### src/rtl/image_encrypter.sv
// Streams source-RAM pixels into 64-bit blocks, runs each block through an external
// DES encrypt core via an en/done/ack handshake, and writes the ciphertext bytes out.
module image_encrypter #(
    parameter int NUM_PIXELS = 30625,
    parameter int ADDR_W     = 15
) (
    input  logic              clk,
    input  logic              reset,
    input  logic              encrypter_active,
    output logic [ADDR_W-1:0] read_addr,
    input  logic [7:0]        plain_data,
    output logic [ADDR_W-1:0] write_addr,
    output logic [7:0]        encrypted_data,
    output logic              write_en,
    output logic [63:0]       core_message,
    output logic              core_en,
    input  logic              core_done,
    input  logic [63:0]       core_result,
    output logic              core_ack,
    output logic              done
);

    localparam int                NUM_BLOCKS = (NUM_PIXELS + 7) / 8;
    localparam int                BLK_W      = ADDR_W - 3;
    localparam logic [BLK_W-1:0]  LAST_BLK   = BLK_W'(NUM_BLOCKS - 1);
    localparam logic [ADDR_W:0]   PIX_LIMIT  = (ADDR_W + 1)'(NUM_PIXELS);

    typedef enum logic [2:0] {
        IDLE, READ, START, WAIT, ACK, WRITE, NEXT, DONE
    } state_t;

    state_t            r_state;
    state_t            w_next;
    logic [BLK_W-1:0]  r_block;
    logic [3:0]        r_cnt;
    logic [ADDR_W-1:0] r_read_addr;
    logic [63:0]       r_msg;
    logic [63:0]       r_res;

    logic [2:0]        w_cap_idx;
    logic [ADDR_W-1:0] w_cap_addr;
    logic [7:0]        w_cap_byte;

    // Byte captured in READ cycle c belongs to the address driven in cycle c-1
    assign w_cap_idx  = r_cnt[2:0] - 3'd1;
    assign w_cap_addr = {r_block, w_cap_idx};
    assign w_cap_byte = ({1'b0, w_cap_addr} >= PIX_LIMIT) ? 8'h00 : plain_data;

    assign read_addr    = r_read_addr;
    assign core_message = r_msg;

    always_ff @(posedge clk or posedge reset) begin
        if (reset) begin
            r_state <= IDLE;
        end else begin
            r_state <= w_next;
        end
    end

    always_comb begin
        w_next         = r_state;
        write_en       = 1'b0;
        write_addr     = '0;
        encrypted_data = 8'h00;
        core_en        = 1'b0;
        core_ack       = 1'b0;
        done           = 1'b0;
        if (r_state != IDLE && !encrypter_active) begin
            w_next = IDLE;
        end else begin
            case (r_state)
                IDLE:  if (encrypter_active) w_next = READ;
                READ:  if (r_cnt == 4'd8) w_next = START;
                START: w_next = WAIT;
                WAIT:  if (core_done) w_next = ACK;
                ACK:   w_next = WRITE;
                WRITE: if (r_cnt == 4'd7) w_next = NEXT;
                NEXT:  w_next = (r_block == LAST_BLK) ? DONE : READ;
                DONE:  w_next = DONE;
                default: w_next = IDLE;
            endcase
        end
        case (r_state)
            START: core_en  = 1'b1;
            ACK:   core_ack = 1'b1;
            WRITE: begin
                write_en       = 1'b1;
                write_addr     = {r_block, r_cnt[2:0]};
                encrypted_data = r_res[{~r_cnt[2:0], 3'b000} +: 8];
            end
            DONE:  done = 1'b1;
            default: ;
        endcase
    end

    always_ff @(posedge clk or posedge reset) begin
        if (reset) begin
            r_block     <= '0;
            r_cnt       <= '0;
            r_read_addr <= '0;
            r_msg       <= '0;
            r_res       <= '0;
        end else if (w_next == IDLE) begin
            r_block <= '0;
            r_cnt   <= '0;
        end else begin
            case (r_state)
                IDLE: begin
                    r_block     <= '0;
                    r_cnt       <= '0;
                    r_read_addr <= '0;
                end
                READ: begin
                    // Bytes arrive in order, so shifting in leaves byte 0 in the MSB
                    if (r_cnt != 4'd0) r_msg <= {r_msg[55:0], w_cap_byte};
                    if (r_cnt < 4'd7) r_read_addr <= {r_block, r_cnt[2:0] + 3'd1};
                    r_cnt <= (r_cnt == 4'd8) ? 4'd0 : r_cnt + 4'd1;
                end
                ACK: r_res <= core_result;
                WRITE: r_cnt <= (r_cnt == 4'd7) ? 4'd0 : r_cnt + 4'd1;
                NEXT: begin
                    if (r_block != LAST_BLK) begin
                        r_block     <= r_block + BLK_W'(1);
                        r_read_addr <= {r_block + BLK_W'(1), 3'b000};
                    end
                end
                default: ;
            endcase
        end
    end

endmodule

### config.mk
export PLATFORM = sky130hd
export DESIGN_NAME = image_encrypter
export DESIGN_NICKNAME = d
export VERILOG_FILES = /design/src/rtl/image_encrypter.sv
export SDC_FILE = /design/constraint.sdc
export NUM_CORES = 1
export LEC_CHECK = 0
export ABC_AREA = 1
export CAP_MARGIN = 20
export CORE_AREA = 5 5 165 103
export CTS_CLUSTER_DIAMETER = 150
export DETAILED_ROUTE_END_ITERATION = 16
export DIE_AREA = 0 0 170 108
export PLACE_DENSITY = 0.87
export SLEW_MARGIN = 15
export SYNTH_ARGS = -nofsm -noshare
export SYNTH_HDL_FRONTEND = slang
export SYNTH_SLANG_ARGS = --single-unit
### constraint.sdc
create_clock -name clk -period 5.93 [get_ports clk]
set_input_delay 0.593 -clock clk [delete_from_list [all_inputs] [get_ports clk]]
set_output_delay 0.593 -clock clk [all_outputs]
set_load 0.05 [all_outputs]
-- Word level (Yosys, flattened, before mapping)
Cells that the tools add are included.
- equal/unequal tests: 14
- multipliers: 0
- order comparisons: 2
- bitwise gates (word level): 2
- $add $sub $neg: 4
- mux-type cells: 24
- div/mod/pow operators: 0
- reductions and logical operators: 13
- shift operators: 1
- operators by type and width (kind ; count):
    $shiftx 64x7->8 ; 1
    $mux 15 ; 3
    $pmux 15 s3 ; 1
    $mux 12 ; 2
    $pmux 12 s2 ; 1
    $pmux 3 s8 ; 1
    $mux 3 ; 6
    $mux 8 ; 2
    $ge 15x15->1 const B ; 1
    $add 12x1->12 const B ; 1
    $eq 12x12->1 const B ; 1
    $eq 3x3->1 const B ; 4
    $mux 4 ; 3
    $ne 12x12->1 const B ; 1
    $pmux 4 s3 ; 1
    $reduce_bool 3->1 ; 3
    $reduce_bool 4->1 ; 2
    $eq 3x2->1 const B ; 2
    $logic_not 3->1 ; 2
    $add 4x1->4 const B ; 1
    $eq 4x3->1 const B ; 1
    $eq 4x4->1 const B ; 1
    $lt 4x3->1 const B ; 1
    $mux 1 ; 4
    12 further kinds ; 14
- input bits: 76
- RAM bits: 0
- logic and storage cells: 66
- memories kept: 0
- register bits after elaboration: 162
- bits in latches: 0
- ROM bits: 0

-- Depth between registers and ports, before layout
- depth after elaboration: 7
- mapped depth: 13

-- Worst setup path after synthesis
Ideal clock, no wire load.
- path type: register to output
- start point: reg r_state[1]
- end point: out encrypted_data[0]
- arrival time: 1.855 ns
- cell stages (with the launch flop): 10
- data required time: 5.337 ns
- slack: 3.482 ns
- path buffers: 0
- path through: dfrtp_1 inv_2 nand2_1 inv_1 nand2_1 inv_1 nand2_1 clkinv_1 nand2_1 nand2_1
- cells in the longest elaborated chain, start to end: 2
- ends and longest elaborated chain (element ; line ; RTL):
    start, declared ; 32 ; state_t r_state;
    start signal, assigned ; 56 ; r_state <= w_next;
    $eq 3x3->1 ; 83 ; case (r_state)
    $mux 8 ; 83 ;
    end, declared ; 13 ; output logic [7:0] encrypted_data,
No other way between the ends.

-- Final worst setup path
- start point: reg r_state[1]
- end point: out encrypted_data[2]
The elaborated chain is that of the path after synthesis.

==> key figures <==
Place
  • Detailed Place HPWL: 14.3 mm
  • Worst slack, placed: approximately 2600 ps
  • PortBufs: roughly 180
  • GPL Wtd Cong: 0.932

Power
  • P_leak: between 0.004 and 0.005 uW
  • Maximum VDD drop: approximately 0.32 mV
  • Total power: approximately 4300 uW
  • Power Density: between 400 and 500 nW/um2

Final layout
  • Nets: between 1000 and 1500
  • N_diodes: 0
  • Fillers: between 1000 and 1500
  • Share of cells above drive strength 1: 0.0519
  • Most frequent cells in the layout: 211 x nand2_1, 181 x clkdlybuf4s50_1, 162 x dfrtp_1
  • Area grow syn2layout: 33.3%
  • Leading cell type in the layout, fill and taps excluded: nand2_1

Clock network
  • Setup bufs post-CTS: 0
  • H-tree depth: 4
  • CTS Buffer Depth: 2
  • Post-CTS Resized: 0
  • Clock tree sinks: 162
  • Total CTS buffers: 17
  • Clock latency on the worst-skew pair: approximately 420 ps
  • Post-CTS Hold Buffers: 0
  • Clk pin slew, worst setup/hold paths: 60 ps
  • TritonCTS clock tree: built
  • CTS Root Cell: clkbuf_16

Worst setup path
  • CP arrival: between 3000 and 4000 ps
  • Slowest stage delay, CP: around 710 ps
  • Cells along the critical path: inv_2, nand2_1, inv_1, nand2_1, inv_1, nand2_1, clkinv_1, nand2_1, nand2_1, clkdlybuf4s50_1
  • CP top delay family: buffers and inverters
  • Register-to-Register Path Depth: 7
  • CP Max Fanout: 18
  • Critical Path Most Common Cell: nand2_1
  • Crit-path slowest cell: clkdlybuf4s50_1
  • Worst path depth: 10
  • CP startpoint kind: register
  • Flop-to-flop setup slack: between 2000 and 3000 ps
  • Crit path capture type: output port
  • Buf+Inv Stages, Crit Path: 5
  • CP required: 5340 ps
  • Critical path type: reg -> out

Logic synthesis
  • Synth unique cells: 32
  • Syn_nets: a little over 900
  • Post-Syn Area: 7490 um2
  • Yosys reg bits: approximately 160
  • Synth warn: 0
  • Mapped Cells: ~850
  • Seq/Total Area, Yosys: 0.541
  • Mean Syn Cell Area: slightly below 9 um2

Global route
  • Largest net degree at the start of global routing: 115
  • Initial antenna violation count: 0
  • Vias in the first global route: roughly 6300
  • Total grt overflow: 0
  • First-pass GRT wire length: 32.4 mm
  • Tot GR Track Use: 0.219

STA
  • Fmax: between 0.2 and 0.3 GHz
  • Tmin final: roughly 3800 ps
  • Hold WS: 472 ps
  • Unrepaired setup endpoints after global routing: false
  • Final period util: 0.644
  • Worst-margin pin slew: ~960 ps
  • Setup violations, final: 0
  • Pins Over Slew Limit: 0
  • Rel. slew slack: 0.358
  • Setup TNS: 0 ps
  • Worst Slack Setup Final: around 2100 ps
  • Endpoints failing hold: 0
  • Final Skew: roughly 17 ps

Die
  • Die Wd: about 170 um
  • IO Count: about 180
  • Starting density of the core: 0.493
  • Row count: 35
  • Die Y: between 100 and 150 um
  • Core ar.: between 15000 and 20000 um2
  • Die area: 18400 um2

Route
  • DRT Wirelength: around 20 mm
  • Routed WL per cell: between 15 and 20 um
  • DRC: 0
  • Drt pass-1 iters: 6
  • Vias: between 6000 and 7000
  • Vias per inst: between 5 and 6
  • Initial DRC Count: 720
  • Antenna-violating nets left: 0

Run status
  • Outcome: finished, final reports clean

Hold path
  • Hold Path Class: reg -> reg
  • Hold Path Stages: 2

Flow run
  • Max Cap Viol: 0
-- cell families after synthesis --
family	after synthesis	synth area share
and+or+nand+nor	349	0.192
xor gates and xnor gates	2	0.00234
AOI/OAI and AO/OA	153	0.106
adders and majority gates	5	0.00835
DFF	162	0.541
buffers and inverters	120	0.0663
muxes	56	0.0842
-- sequential cells by signal, indices dropped and copies added (netlist names) --
| signal | flops |
|---|---|
| r_res | 64 |
| r_block | 12 |
| r_cnt | 4 |
| core_message | 64 |
| r_state | 3 |
| read_addr | 15 |
-- final cells by class --
class | count | area, um2 | area share
clock inverter | 14 | 143 | 0.0143
clock buffer | 18 | 429 | 0.0430
sequential | 162 | 4050 | 0.406
tap | 203 | 254 | 0.0254
timing repair buffer | 186 | 1870 | 0.187
multi-input combinational | 565 | 2950 | 0.295
inverter | 76 | 290 | 0.0291
-- metal layers --
metal	vias up	share of wire	global-route usage
met1	3081	0.46	0.320
met3	24	0.097	0.0796
met2	271	0.43	0.321
met4	0	0.010	0.0330
li1	3074	-	-
met5	-	0	0
-- worst register-to-register path: stages, from the launching register on --
cell,delay (ps)
dfrtp_1,930
inv_1,400
ha_1,340
nand3_1,130
nand3_2,80
buf_4,340
inv_2,750
o21ai_0,240
-- synth_stat cells --
| cell type | number | area [um2] |
|---|---|---|
| inv_1 | 70 | 263 |
| clkbuf_1 | 19 | 71.3 |
| nand2_1 | 211 | 792 |
| dfrtp_1 | 162 | 4050 |
| a22oi_1 | 1 | 7.51 |
| buf_4 | 1 | 7.51 |
| ha_1 | 5 | 62.6 |
| nand3_2 | 1 | 10.0 |
| o211ai_1 | 2 | 15.0 |
| nand4_4 | 1 | 21.3 |
| o22ai_1 | 9 | 56.3 |
| a31oi_1 | 1 | 6.26 |
| nor3_2 | 1 | 10.0 |
| xnor2_1 | 1 | 8.76 |
| nor3_1 | 3 | 15.0 |
| clkinv_1 | 2 | 7.51 |
| nand2_2 | 3 | 18.8 |
| o21a_1 | 2 | 15.0 |
| buf_6 | 2 | 22.5 |
| nand3_1 | 46 | 230 |
| nand3b_1 | 1 | 7.51 |
| nand4_1 | 8 | 50.1 |
| mux2_1 | 54 | 608 |
| o21ai_0 | 111 | 556 |
| xor2_1 | 1 | 8.76 |
| nor2_2 | 2 | 12.5 |
| a21oi_1 | 26 | 130 |
| buf_2 | 22 | 110 |
| o21ai_2 | 1 | 8.76 |
| inv_2 | 4 | 15.0 |
| nor2_1 | 72 | 270 |
| mux2_2 | 2 | 22.5 |
-- through the flow --
| step | util | instance area, um2 | instances |
|---|---|---|---|
| after detailed placement | 0.618 | 9390 | 1191 |
| after floorplan | - | 7490 | 847 |
| after global routing | 0.657 | 9990 | 1224 |
| after global placement | 0.618 | 9390 | 1191 |
| final | 0.657 | 9990 | 1224 |
| after CTS | 0.655 | 9960 | 1223 |
-- final timing paths --
| path | startpoint | endpoint |
|---|---|---|
| max in group asynchronous | reset | r_res[4] |
| worst min-delay path | read_addr[9] | read_addr[9] |
| worst max-delay path | r_state[1] | encrypted_data[2] |
| worst min register to register | read_addr[9] | read_addr[9] |
| min in group asynchronous | reset | core_message[7] |
| worst max register to register | r_cnt[1] | core_message[10] |
-- power by group --
part           internal, uW  leakage (uW)  switching [uW]
registers              1400       0.00212             199
logic                   540       0.00235            1110
clock network           561      0.000269             504
Power figures use the tool's default switching activity.
